## config.mk

```make
export PLATFORM = sky130hd
export DESIGN_NAME = uart_tx_cfg
export DESIGN_NICKNAME = d
export VERILOG_FILES = /design/src/rtl/uart_pkg.sv /design/src/rtl/uart_baud_gen.sv /design/src/rtl/uart_tx_cfg.sv
export SDC_FILE = /design/constraint.sdc
export NUM_CORES = 1
export LEC_CHECK = 0
export BUFFER_PORTS_ARGS = -buffer_cell sky130_fd_sc_hd__buf_2
export CAP_MARGIN = 0
export CORE_ASPECT_RATIO = 0.7
export CORE_MARGIN = 10
export CORE_UTILIZATION = 62
export CTS_CLUSTER_DIAMETER = 60
export DETAILED_ROUTE_END_ITERATION = 10
export PLACE_DENSITY_LB_ADDON = 0.05
export SYNTH_ARGS = -nofsm -noshare
export SYNTH_HDL_FRONTEND = slang
export SYNTH_SLANG_ARGS = --single-unit
```

## constraint.sdc

```tcl
create_clock -name clk -period 6.1 [get_ports clk]
set_clock_uncertainty 0.15 [all_clocks]
set_input_delay 0.305 -clock clk [delete_from_list [all_inputs] [get_ports clk]]
set_output_delay 0.305 -clock clk [all_outputs]
set_load 0.02 [all_outputs]
```

## src/rtl/uart_pkg.sv

```systemverilog
// Shared types and helpers for the configurable UART transmitter (and a future receiver).
package uart_pkg;

  typedef enum logic [1:0] {
    PAR_NONE = 2'd0,
    PAR_EVEN = 2'd1,
    PAR_ODD  = 2'd2
  } parity_t;

  typedef enum logic [2:0] {
    IDLE   = 3'd0,
    START  = 3'd1,
    DATA   = 3'd2,
    PARITY = 3'd3,
    STOP   = 3'd4
  } tx_state_t;

  // Data bits per frame: code 0..3 means 5..8, clipped to what the datapath can hold.
  function automatic logic [3:0] bits_decode(input logic [1:0] code, input int unsigned max_bits);
    int unsigned n;
    n = 32'd5 + 32'(code);
    if (n > max_bits) n = max_bits;
    return 4'(n);
  endfunction

endpackage

```

## src/rtl/uart_baud_gen.sv

```systemverilog
// Bit-period down-counter: bit_end fires when the count reaches zero, then reloads the divisor.
module uart_baud_gen #(
  parameter int BAUD_W = 13
) (
  input  logic              clk,
  input  logic              rst_n,
  input  logic              load,
  input  logic [BAUD_W-1:0] divisor,
  input  logic              run,
  output logic              bit_end
);

  logic [BAUD_W-1:0] cnt_q;
  logic [BAUD_W-1:0] div_q;

  assign bit_end = run && (cnt_q == '0);

  // The divisor is captured at load so the period stays fixed for the whole frame.
  always_ff @(posedge clk or negedge rst_n) begin
    if (!rst_n) begin
      cnt_q <= '0;
      div_q <= '0;
    end else if (load) begin
      cnt_q <= divisor;
      div_q <= divisor;
    end else if (bit_end) begin
      cnt_q <= div_q;
    end else if (run) begin
      cnt_q <= cnt_q - 1'b1;
    end
  end

endmodule

```

## src/rtl/uart_tx_cfg.sv

```systemverilog
// Runtime-configurable UART transmitter, LSB first, back-to-back frames with no idle gap.
// Parity support is compiled in only when UART_TX_PARITY_EN is defined.
//   state  | meaning
//   IDLE   | line high, ready for a byte
//   START  | start bit (0)
//   DATA   | data bits from shift register bit 0
//   PARITY | parity bit (only with UART_TX_PARITY_EN)
//   STOP   | one or two stop bits (1)
module uart_tx_cfg
  import uart_pkg::*;
#(
  parameter int DATA_W = 8,
  parameter int BAUD_W = 13
) (
  input  logic              clk,
  input  logic              rst_n,
  input  logic              tx_valid,
  input  logic [DATA_W-1:0] tx_data,
  output logic              tx_ready,
  input  logic [BAUD_W-1:0] cfg_baud,
  input  logic [1:0]        cfg_bits,
  input  logic [1:0]        cfg_parity,
  input  logic              cfg_stop2,
  output logic              tx_busy,
  output logic              tx_done,
  output logic              TX
);

  tx_state_t         state_q, state_d;
  logic [DATA_W-1:0] shift_q;
  logic [2:0]        bit_cnt_q;
  logic [3:0]        bits_q;
  logic              stop2_q;
  logic              stop_idx_q;
  logic              bit_end;
  logic              hs;
  logic              last_data;
  logic              last_stop;
`ifdef UART_TX_PARITY_EN
  logic              par_en_q;
  logic              par_odd_q;
  logic              par_acc_q;
`else
  logic              unused_parity;
  assign unused_parity = ^cfg_parity;
`endif

  uart_baud_gen #(.BAUD_W(BAUD_W)) u_baud (
    .clk     (clk),
    .rst_n   (rst_n),
    .load    (hs),
    .divisor (cfg_baud),
    .run     (state_q != IDLE),
    .bit_end (bit_end)
  );

  assign hs        = tx_valid && tx_ready;
  assign last_data = ({1'b0, bit_cnt_q} == (bits_q - 4'd1));
  assign last_stop = (stop_idx_q == stop2_q);
  assign tx_done   = (state_q == STOP) && bit_end && last_stop;
  assign tx_ready  = (state_q == IDLE) || tx_done;
  assign tx_busy   = (state_q != IDLE);

  always_ff @(posedge clk or negedge rst_n) begin
    if (!rst_n) state_q <= IDLE;
    else        state_q <= state_d;
  end

  always_comb begin
    state_d = state_q;
    unique case (state_q)
      IDLE:   if (hs) state_d = START;
      START:  if (bit_end) state_d = DATA;
      DATA: begin
        if (bit_end && last_data) begin
`ifdef UART_TX_PARITY_EN
          state_d = par_en_q ? PARITY : STOP;
`else
          state_d = STOP;
`endif
        end
      end
      PARITY: if (bit_end) state_d = STOP;
      STOP:   if (bit_end && last_stop) state_d = hs ? START : IDLE;
      default: state_d = IDLE;
    endcase
  end

  always_comb begin
    TX = 1'b1;
    unique case (state_q)
      START:  TX = 1'b0;
      DATA:   TX = shift_q[0];
`ifdef UART_TX_PARITY_EN
      PARITY: TX = par_acc_q ^ par_odd_q;
`endif
      default: TX = 1'b1;
    endcase
  end

  // Frame-local copies: config is only honoured at the handshake.
  always_ff @(posedge clk or negedge rst_n) begin
    if (!rst_n) begin
      shift_q    <= '1;
      bit_cnt_q  <= '0;
      bits_q     <= '0;
      stop2_q    <= 1'b0;
      stop_idx_q <= 1'b0;
`ifdef UART_TX_PARITY_EN
      par_en_q   <= 1'b0;
      par_odd_q  <= 1'b0;
      par_acc_q  <= 1'b0;
`endif
    end else if (hs) begin
      shift_q    <= tx_data;
      bit_cnt_q  <= '0;
      bits_q     <= bits_decode(cfg_bits, DATA_W);
      stop2_q    <= cfg_stop2;
      stop_idx_q <= 1'b0;
`ifdef UART_TX_PARITY_EN
      par_en_q   <= (cfg_parity == PAR_EVEN) || (cfg_parity == PAR_ODD);
      par_odd_q  <= (cfg_parity == PAR_ODD);
      par_acc_q  <= 1'b0;
`endif
    end else if (bit_end) begin
      if (state_q == DATA) begin
        shift_q   <= {1'b1, shift_q[DATA_W-1:1]};
        bit_cnt_q <= bit_cnt_q + 3'd1;
`ifdef UART_TX_PARITY_EN
        par_acc_q <= par_acc_q ^ shift_q[0];
`endif
      end
      if (state_q == STOP) stop_idx_q <= 1'b1;
    end
  end

endmodule

```

== Word-level counts from Yosys, hierarchy flattened ==
Cells that the tools add are included.
Storage, ports and cells
  bits in registers: 46
  input bits: 29
  output and inout port bits: 4
  logic and storage cells: 62
Operators by class
  $add $sub $neg: 4
  order comparisons: 1
  equality and inequality tests: 11
  multiplexer cells: 21
  reductions and logical operators: 17
Operator list (number)
  $mux 13: 3
  $mux 3: 8
  $mux 8: 3
  $pmux 3 s5: 1
  $logic_not 13->1: 1
  $sub 13x1->13 const B: 1
  $ne 2x2->1 const B: 5
  $eq 3x2->1 const B: 2
  $logic_and 1x1->1: 6
  $reduce_bool 2->1: 3
  $reduce_bool 3->1: 2
  $reduce_and 5->1: 1
  $add 3x2->4 const A: 1
  $eq 3x4->1: 1
  $gt 4x4->1 const B: 1
  $mux 1: 4
  $mux 4: 1
  $reduce_and 2->1: 2
  $sub 4x1->4 const B: 1
  $add 3x1->3 const B: 1
  $eq 3x1->1 const B: 1
  $eq 3x3->1 const B: 1
  $logic_not 3->1: 1
  $pmux 1 s2: 1
  2 further kinds: 2

== Depth between registers and ports, before layout ==
Gate-level depths: netlist of the first run.
  word-level depth: 9
  gate-level depth with buffers: 9
  gate-level depth less buffers: 7

== Modules after synthesis ==
Synthesis of the first run repeated with hierarchy kept, for this count alone.
Unflattened totals
  cell total of the unflattened synthesis: 255
  area, all modules: 2616.3 µm²
By module, submodules not included
  uart_baud_gen: instances 1, cells an instance 141, area an instance 1470.2 µm², seq. area each 650.6 µm²
  uart_tx_cfg: instances 1, cells an instance 114, area an instance 1146.1 µm², seq. area each 510.5 µm²

== Least setup slack after synthesis of the first run ==
No wires, ideal clock.
  path type: reg-to-reg
  from: reg u_baud.cnt_q[0]
  to: reg u_baud.cnt_q[10]
  library setup time: 0.126 ns
  arrival: 1.748 ns
  required time: 5.824 ns
  setup slack: 4.076 ns
  stages on the path, launching flop included: 8
  path buffers: 0
  period minus slack after synthesis: 2.024 ns
  path through: dfrtp_1 inv_1 ha_1 or4b_4 nor3_2 xnor2_1 a211oi_1 a221o_1
On the way
  cells in the longest elaborated chain, start to end: 7
  elaborated cells on any way between the ends: 11
  classes of those cells: 1 x add/sub; 3 x mux; 7 x reduce/logical
RTL lines
  start, declared: RTL line uart_baud_gen.sv:13  | logic [BAUD_W-1:0] cnt_q;
  start signal, assigned: RTL line uart_baud_gen.sv:24  | cnt_q <= divisor;
  start signal, assigned: RTL line uart_baud_gen.sv:27  | cnt_q <= div_q;
  start signal, assigned: RTL line uart_baud_gen.sv:29  | cnt_q <= cnt_q - 1'b1;
  branches (longest 7 deep; another with $sub 13x1->13)
Several ways; the timed one is not identified. The select of a mux whose other input is x is not followed.
A chain may end at the register's enable or synchronous reset.

== Worst setup path after layout of the first run ==
  from: reg u_baud.cnt_q[0]
  to: reg u_baud.cnt_q[9]
Same word-level chain as after synthesis.

==> impl_metrics.csv, run 1 <==
group,metric,value,unit
route,highest_layer,"met4",
timing,rsz0062_at_grt,"no",
route,wl_per_cell,16.0,µm
placed_design,postPlaceCellArea,0.00267,mm²
placed_design,gp_congestion,0.865,
setup_path,cp-end-kind,"flip-flop",
clock_tree,clockBufferDepth,2,
yosys,yosysTopAreaCell,"dfrtp_1",
clock_tree,htree_num_levels,2,
power,leakage,1.37,nW
setup_path,crit_path_start_kind,"flip-flop",
layout,layout.nets,335,
setup_path,path_cells,"inv_1, ha_1, nor4b_2, and3_1, a21oi_2, buf_4, nand2_1, o311ai_1",
yosys,yosys.area.top_type_share,37.5,%
setup_path,critPathMaxStageDelay,0.56,ns
global_routing,grt_pass1_vias,1966,
die,io_pins,33,
die,core-area,0.00392,mm²
route,drc,0,
yosys,synth_enable_flop_cells,0,
setup_path,crit_type,"flip-flop to flip-flop",
route,wl,5640,µm
layout,drive_gt1_share,20.3,%
placed_design,hpwl,3920,µm
layout,design_area,0.00278,mm²
yosys,synth_top_flop_cell,"dfrtp_1",
timing,fmax,352,MHz
placed_design,port_buffers,30,
yosys,ys_ff_latch,46,
clock_tree,worstSkewPairLatency,0.30,ns
setup_path,worst_ep_arrival_time,2.89,ns
timing,holdWs,0.0105,ns
clock_tree,post_cts_resized,0,
timing,drv_slew,0,
timing,hold_viol,0,
yosys,syn_inst,276,
setup_path,critPathRequiredTime,6.15,ns
die,die_h,73.5,µm
timing,maxSlewHeadroom,24.3,%
yosys,yosysMostFrequentCell,"nand2_1",
global_routing,globalRoute.totalOverflow,0,
yosys,ys_top_cells_by_area,"dfrtp_1 37%, nand2_1 11%, dfstp_2 8.3%, xnor2_1 3.1%, ha_1 3.0%",
route,via_per_inst,5.93,
setup_path,cp.depth,8,
job,cap_violations,0,
global_routing,grt_max_degree,47,
timing,tightest_slew,1.13,ns
placed_design,dp_worst_setup_slack,3.32,ns
route,dr_wl_met3,471,µm
yosys,synth_area_per_cell,9.19,µm²
timing,fin_crit_sh,46.6,%
global_routing,antenna_found_initial,0,
die,num_rows,19,
clock_tree,clock-sinks,46,
die,die-area,0.00709,mm²
power,peakVddDrop,293,µV
clock_tree,numCtsBuffers,5,
setup_path,crit_buf_inv,2,
layout,synthToLayoutAreaGrowth,9.62,%
global_routing,grt_pass1_wl,9490,µm
timing,finalCriticalPeriod,2.84,ns
layout,n_antenna_cell,0,
setup_path,ff2ff_path_depth,8,
power,power_density,447,mW/mm²
route,vias,2095,
setup_path,cpLargestDelayFamily,"compound AO/OA/AOI/OAI gates",
route,drt_iter0_markers,146,
yosys,seq_area_frac_synth,45.8,%
die,chipWidth,96.4,µm
outcome,status,"complete, no violations",
route,detail-route-antenna-nets,0,
yosys,yosysUniqueCellTypes,50,
clock_tree,root_buffer,"clkbuf_8",
clock_tree,cts_setup_buffers,0,
timing,tns,0,ns
yosys,synth_commonest_cells,"75 x nand2_1, 38 x dfrtp_1, 19 x nor2_1",
clock_tree,cts_tree,"done",
setup_path,crit_slowest_cell,"a21oi_2",
timing,setup_ws,3.26,ns
yosys,yosys_warnings,0,
clock_tree,cts.clk_slew.worst_paths,0.09,ns
route,wirelength_met1,2660,µm
yosys,synth-async-reset-ratio,100,%
clock_tree,holdBufCountCts,0,
setup_path,cp_max_fo,24,
route,dr.pass1.iters,4,
worst_hold_path,holdCritPathClass,"primary input to async pin",
timing,finalSetupViolations,0,
global_routing,grt_util_all_layers,16.7,%
yosys,syn-num-nets,311,
yosys,synth_area,0.00254,mm²
route,dr_wl_met2,2460,µm
die,start_util,64.7,%
[worst paths after layout]
path | start | end | slack, ns
worst max-delay path | u_baud.cnt_q[0] | u_baud.cnt_q[9] | 3.26
worst min-delay path | rst_n | u_baud.div_q[6] | 0.01
worst max register to register | u_baud.cnt_q[0] | u_baud.cnt_q[9] | 3.26
worst min register to register | shift_q[5] | shift_q[5] | 0.33
max in group asynchronous | rst_n | u_baud.div_q[7] | 5.18
min in group clk | tx_data[7] | shift_q[7] | 0.04
[placed cells by master, fill, tap and decap left out, drive strengths merged, types with 4 or more instances in the layout]
cell type,count
nand2,75
dfrtp,38
buf,32
nor2,19
o21ai,14
nand3,10
xnor2,9
clkbuf,8
dfstp,8
a22oi,7
a31oi,6
ha,6
inv,6
nor3,6
xor2,5
mux2i,5
a21oi,5
and3,4
[worst reg2reg max path: cells and delay by family, from the launching register on]
kind	cells	cell delay, ns
buffers and inverters	2	0.50
adders and majority gates	1	0.21
DFF	1	0.39
AOI/OAI and AO/OA	2	0.86
and+or+nand+nor	3	0.63
[layer usage]
metal  vias up  GRT usage (%)
li1       1020              -
met4         0           5.31
met5         -              0
met1       986           23.9
met3         6           4.58
met2        83           23.6
[registers in the layout, summed over array words and instances, names as in the netlist]
register,cells
shift_q,8
bit_cnt_q,3
u_baud.div_q,13
stop2_q,1
stop_idx_q,1
u_baud.cnt_q,13
bits_q,4
state_q,3
[cell type report]
class	count	area, µm²
inverter	6	22.5
timing repair buffer	32	165
clock buffer	8	110
tap	52	65.1
multi-input combinational	209	1260
fill	313	1140
sequential	46	1160
[kinds of logic after synthesis]
| family | synth area share, % |
|---|---|
| simple gates | 25.2 |
| compound gates | 14.1 |
| buf+inv | 4.69 |
| xor+xnor | 4.83 |
| fa+ha+maj | 2.96 |
| mux | 2.42 |
| flops | 45.8 |
[per-stage QoR]
step | cells | power, mW | util, %
2_1_floorplan | 276 | 0.919 | -
3_3_place_gp | 345 | 0.998 | 68.1
3_5_place_dp | 345 | 1.02 | 68.1
4_1_cts | 353 | 1.24 | 70.9
5_1_grt | 353 | 1.34 | 70.9
6_report | 353 | 1.24 | 70.9
[report_power, final]
group          internal, mW  leakage (nW)  switching (mW)
combinational         0.202         0.751           0.236
sequential            0.455         0.560           0.133
clock                 0.114        0.0575           0.102
No activity file was read; power rests on OpenSTA's default activity.
==> inputs of run 2 (changes only) <==
Settings changed: ABC_AREA from default to 1, CORE_UTILIZATION 62 to 58.
Clock period 6.1 ns to 2.63 ns, I/O delays scaled along.
==> run 2 against run 1 <==
  * Wire length rose by 18%
  * Critical endpoint is now tx_ready
  * Global-route usage rose by 0.84 points
  * Critical path type is now flip-flop to output pin
  * Largest power group is now combinational logic
  * Non-clock buffer count rose by 28
==> impl_metrics.csv, run 2 <==
group,metric,value,unit
global_routing,top_usage_layer,"met2",
yosys,ys_top_cells_by_area,"dfrtp_1 35%, nand2_1 22%, dfstp_2 7.7%, nand3_1 6.2%, inv_1 5.4%",
timing,finalSetupViolations,0,
die,chipWidth,102,µm
placed_design,port_buffers,30,
power,clkPwrFrac,13.1,%
power,power.switching,1.54,mW
power,power_density,1050,mW/mm²
yosys,synth_area_per_cell,7.10,µm²
setup_path,crit_buf_inv,4,
layout,design_area,0.00324,mm²
global_routing,grt_util_all_layers,17.5,%
yosys,yosysTopAreaCell,"dfrtp_1",
setup_path,cp-end-kind,"output pin",
route,drt_iter0_markers,158,
power,leakage,1.79,nW
die,start_util,61.4,%
worst_hold_path,min_to,"bits_q[1]",
clock_tree,numCtsBuffers,5,
placed_design,postPlaceCellArea,0.00291,mm²
yosys,synth_enable_flop_cells,0,
global_routing,globalRoute.totalOverflow,0,
global_routing,antenna_found_initial,0,
placed_design,dp_cells,465,
layout,final_cell_mix,"159 x nand2_1, 39 x inv_1, 38 x dfrtp_1, 34 x nand3_1",
timing,tns,0,ns
die,core-area,0.00445,mm²
layout,reg_top3,"u_baud.cnt_q: 13 flops, u_baud.div_q: 13 flops, shift_q: 8 flops",
timing,fin_crit_sh,88.0,%
power,power,3.39,mW
setup_path,r2r-end,"shift_q[3]",
power,p_int,1.85,mW
setup_path,r2r_start,"u_baud.cnt_q[0]",
setup_path,path_cells,"inv_1, ha_1, inv_1, nor2_1, nand2_1, nor2_2, nand4_2, nand2_4, buf_4, buf_2",
layout,drive_gt1_share,14.9,%
route,dr.pass1.iters,4,
yosys,yosys_warnings,0,
setup_path,cpLargestDelayFamily,"buffers and inverters",
power,p_comb_share,48.8,%
yosys,synth-async-reset-ratio,100,%
worst_hold_path,hp-start,"cfg_bits[1]",
timing,holdWs,0.0383,ns
global_routing,grt_max_degree,40,
route,drc,0,
layout,final_common_cell,"nand2_1",
timing,drv_slew,0,
setup_path,crit_slowest_cell,"dfrtp_1",
layout,final_cells,497,
clock_tree,cts.clk_slew.worst_paths,0.09,ns
die,die_h,77.4,µm
layout,layout.nets,476,
setup_path,cp.depth,10,
setup_path,critPathRequiredTime,2.35,ns
job,cap_violations,0,
clock_tree,cts_tree,"done",
global_routing,grt_pass1_vias,2443,
worst_hold_path,hold_depth,4,
setup_path,r2r_slack,0.41,ns
layout,n_antenna_cell,0,
die,io_pins,33,
die,num_rows,20,
yosys,yosys.area.top_type_share,34.8,%
yosys,synth_commonest_cells,"159 x nand2_1, 39 x inv_1, 38 x dfrtp_1",
clock_tree,clock-sinks,46,
timing,finalCriticalPeriod,2.31,ns
setup_path,crit_path_start_kind,"flip-flop",
yosys,yosysMostFrequentCell,"nand2_1",
layout,synthToLayoutAreaGrowth,18.4,%
setup_path,crit_type,"flip-flop to output pin",
yosys,yosysUniqueCellTypes,29,
placed_design,gp_congestion,0.904,
yosys,syn_inst,385,
clock_tree,clockBufferDepth,2,
yosys,syn-num-nets,420,
global_routing,use_met3,4.34,%
route,detail-route-antenna-nets,0,
timing,maxSlewHeadroom,71.5,%
route,vias,2542,
route,wl_per_cell,13.3,µm
yosys,synth_area,0.00273,mm²
yosys,ys_ff_latch,46,
setup_path,critPathMaxStageDelay,0.41,ns
power,peakVddDrop,540,µV
worst_hold_path,holdCritPathClass,"primary input to flip-flop",
clock_tree,post_cts_resized,0,
route,wl,6630,µm
timing,hold_viol,0,
global_routing,grt_pass1_wl,11400,µm
clock_tree,worstSkewPairLatency,0.31,ns
global_routing,use_met2,26.7,%
power,swShare,45.5,%
setup_path,worst_ep_arrival_time,2.03,ns
power,seqPwrFrac,38.1,%
route,via_per_inst,5.11,
setup_path,worst_path_most_repeated_cell,"inv_1",
setup_path,cp_max_fo,14,
outcome,status,"complete, no violations",
timing,fmax,432,MHz
timing,tightest_slew,0.428,ns
setup_path,ff2ff_path_depth,13,
yosys,seq_area_frac_synth,42.5,%
die,die-area,0.00790,mm²
clock_tree,root_buffer,"clkbuf_8",
yosys,synth_top_flop_cell,"dfrtp_1",
global_routing,met1_usage,24.2,%
placed_design,hpwl,4530,µm
clock_tree,htree_num_levels,2,
timing,rsz0062_at_grt,"no",
## run 2: changes by cell type in the layout (fill, tap and decap cells not counted), sizes merged, moves of 5 or more
cell,before,now
nor2,19,34
xnor2,9,4
nand3,10,34
a31oi,6,0
nand2,75,164
a22oi,7,0
mux2i,5,0
o21ai,14,29
inv,6,42
dlygate4sd3,0,24
## run 2: worst max-delay path by stage
stage | slack (ns) | endpoint | startpoint
finish | 0.32 | tx_ready | u_baud.cnt_q[0]
global route | 0.10 | tx_ready | u_baud.cnt_q[0]
CTS | 0.28 | tx_ready | u_baud.cnt_q[0]
detailed placement | 0.45 | shift_q[4] | u_baud.cnt_q[0]
global placement | 0.49 | shift_q[4] | u_baud.cnt_q[0]
floorplan | 0.78 | stop_idx_q | u_baud.cnt_q[0]
## run 2: metal layers
metal	up-vias	routed length (µm)
met5	-	0
li1	1298	-
met4	0	64
met1	1168	3130
met3	7	487
met2	69	2950
## run 2: kinds of logic (layout without fill, tap and decap cells)
group | count (synthesis) | count (layout) | share of synthesized area, %
buffers and inverters | 53 | 110 | 9.15
flip-flops | 46 | 46 | 42.5
adder cells (fa/ha/maj) | 6 | 6 | 2.75
AND/OR/NAND/NOR | 238 | 238 | 36.3
AO/OA/AOI/OAI | 32 | 32 | 6.09
XOR/XNOR | 10 | 10 | 3.20
## run 2: power groups by stage
stage / combinational, mW / sequential [mW] / clock (mW)
5_1_grt: 1.92 / 1.33 / 0.489
4_1_cts: 1.66 / 1.28 / 0.454
2_1_floorplan: 1.30 / 1.24 / 0
3_3_place_gp: 1.56 / 1.29 / 0
6_report: 1.65 / 1.29 / 0.443
3_5_place_dp: 1.62 / 1.30 / 0
## run 2: final cells by class
type / instances / area [µm²]
clock buffer: 5 / 68.8
clock inverter: 3 / 21.3
fill: 381 / 1220
inverter: 42 / 158
multi-input combinational: 286 / 1320
sequential: 46 / 1160
tap: 55 / 68.8
timing repair buffer: 60 / 435
## run 2: worst min-delay path, delay by kind of cell
family                   cells  cell delay, ns
buffers and inverters        1            0.09
AO/OA/AOI/OAI                1            0.07
AND/OR/NAND/NOR              1            0.05
adder cells (fa/ha/maj)      1            0.11
## run 2: stage by stage
step | util [%] | worst slack, ns
floorplan | - | 0.781
global placement | 65.2 | 0.490
detailed placement | 65.2 | 0.452
CTS | 72.6 | 0.284
global route | 72.6 | 0.101
finish | 72.6 | 0.316
## run 2: timing repair
action	4_1_cts	5_1_grt
hold buffers	24	0
setup endpoints to repair	0	0
endpoints found under the hold margin	41	0
setup buffers	0	0
==> inputs of run 3 (changes only) <==
Settings changed: ABC_AREA 1 to 0, CORE_UTILIZATION 58 to 57.
==> run 3 against run 2 <==
  * Clock power barely moved
  * Fmax fell by 2.8%
  * Global-route usage fell by 1.1 points
  * Cell area fell by 5.0%
  * Combinational power fell by 35%
  * First-iteration DRC count fell by 23%
  * Non-clock buffer count rose by 5
  * Largest power group is now sequential cells
  * Critical path type unchanged
  * Die area fell by 4.3%
==> impl_metrics.csv, run 3 (synthesis gave the netlist of run 1 again) <==
group,metric,value,unit
setup_path,critPathRequiredTime,2.35,ns
layout,final_common_cell,"nand2_1",
die,io_pins,33,
layout,n_antenna_cell,0,
layout,drive_gt1_share,20.7,%
global_routing,grt_pass1_vias,2014,
clock_tree,numCtsBuffers,5,
placed_design,port_buffers,30,
route,drt_iter0_markers,121,
die,die_h,75.8,µm
power,p_comb_share,37.3,%
global_routing,grt_util_all_layers,16.5,%
timing,drv_slew,0,
power,clkPwrFrac,15.4,%
die,die-area,0.00756,mm²
setup_path,worst_ep_arrival_time,2.10,ns
clock_tree,clockBufferDepth,2,
clock_tree,cts.clk_slew.worst_paths,0.08,ns
timing,fin_crit_sh,90.5,%
layout,layout.nets,368,
layout,reg_top3,"u_baud.cnt_q: 13 flops, u_baud.div_q: 13 flops, shift_q: 8 flops",
power,power_density,934,mW/mm²
setup_path,crit_path_start_kind,"flip-flop",
route,vias,2124,
timing,hold_viol,0,
die,start_util,58.6,%
global_routing,grt_pass1_wl,10100,µm
power,seqPwrFrac,47.3,%
worst_hold_path,holdCritPathClass,"primary input to flip-flop",
placed_design,gp_congestion,0.833,
route,wl_per_cell,15.2,µm
die,chipWidth,99.7,µm
global_routing,antenna_found_initial,0,
placed_design,hpwl,4130,µm
power,swShare,37.6,%
clock_tree,root_buffer,"clkbuf_8",
route,detail-route-antenna-nets,0,
route,dr.pass1.iters,4,
layout,synthToLayoutAreaGrowth,21.2,%
route,wl,5920,µm
route,via_per_inst,5.46,
clock_tree,worstSkewPairLatency,0.29,ns
clock_tree,clock-sinks,46,
timing,maxSlewHeadroom,66.0,%
route,drc,0,
timing,finalSetupViolations,0,
timing,tightest_slew,0.508,ns
power,p_int,1.79,mW
global_routing,globalRoute.totalOverflow,0,
global_routing,grt_max_degree,32,
clock_tree,cts_tree,"done",
timing,tns,0,ns
timing,rsz0062_at_grt,"no",
clock_tree,htree_num_levels,2,
power,leakage,1.50,nW
timing,fmax,420,MHz
die,num_rows,20,
setup_path,cp-end-kind,"output pin",
timing,holdWs,0.0207,ns
job,cap_violations,0,
timing,finalCriticalPeriod,2.38,ns
clock_tree,post_cts_resized,0,
power,peakVddDrop,623,µV
setup_path,crit_type,"flip-flop to output pin",
layout,final_cell_mix,"75 x nand2_1, 38 x dfrtp_1, 30 x buf_2, 24 x dlygate4sd3_1, 19 x nor2_1",
power,power.switching,1.08,mW
setup_path,cp_max_fo,8,
die,core-area,0.00433,mm²
outcome,status,"complete, no violations",
-- run 3: cell type report --
type	count	area, µm²
multi-input combinational	209	1260
fill	367	1260
sequential	46	1160
timing repair buffer	65	473
clock buffer	7	86.3
tap	55	68.8
inverter	6	22.5
clock inverter	1	5.00
-- run 3: metrics by stage --
| stage | setup WS [ns] | util [%] | cell area, µm² | total power, mW | cells |
|---|---|---|---|---|---|
| CTS | 0.241 | 71.0 | 3070 | 2.88 | 389 |
| global placement | 0.331 | 63.3 | 2740 | 2.37 | 357 |
| global route | 0.0781 | 71.0 | 3070 | 3.11 | 389 |
| detailed placement | 0.307 | 63.3 | 2740 | 2.40 | 357 |
| finish | 0.249 | 71.0 | 3070 | 2.87 | 389 |
| floorplan | 0.606 | - | 2540 | 2.13 | 276 |
-- run 3: metal layers --
metal  GRT usage (%)  vias to the layer above  part of all wire [%]
met3            5.25                        4                   5.8
met5               0                        -                     0
met2            23.4                       48                    43
li1                -                     1080                     -
met4            2.85                        0                  0.52
met1            23.9                      992                    51
-- run 3: final timing paths --
| check | startpoint | to | slack, ns | cells past startpoint |
|---|---|---|---|---|
| setup / recovery | u_baud.cnt_q[0] | tx_done | 0.25 | 6 |
| hold / removal | cfg_bits[1] | bits_q[3] | 0.02 | 4 |
| setup reg to reg | u_baud.cnt_q[0] | shift_q[4] | 0.29 | 7 |
| hold reg to reg | shift_q[0] | shift_q[0] | 0.32 | 2 |
| max in group asynchronous | rst_n | shift_q[6] | 1.46 | 3 |
| min in group asynchronous | rst_n | u_baud.div_q[2] | 0.12 | 2 |
-- run 3: what timing repair did --
action / 4_1_cts / 5_1_grt
endpoints found under the setup margin: 0 / 0
hold buffers: 24 / 0
hold endpoints to repair: 50 / 0
setup buffers: 0 / 0
-- run 3: critical path, cell delays in order (launching register included) --
cell and delay, ns:
dfrtp_1 0.41, inv_1 0.12, ha_1 0.15, nor4b_2 0.33, and4_1 0.42, and3_1 0.21
buf_2 0.16
-- run 3: power by group through the flow --
stage / Combinational [mW] / Clock, mW / Sequential, mW
2_1_floorplan: 0.868 / 0 / 1.26
5_1_grt: 1.22 / 0.485 / 1.40
3_3_place_gp: 1.01 / 0 / 1.35
6_report: 1.07 / 0.442 / 1.36
3_5_place_dp: 1.04 / 0 / 1.36
4_1_cts: 1.08 / 0.454 / 1.35
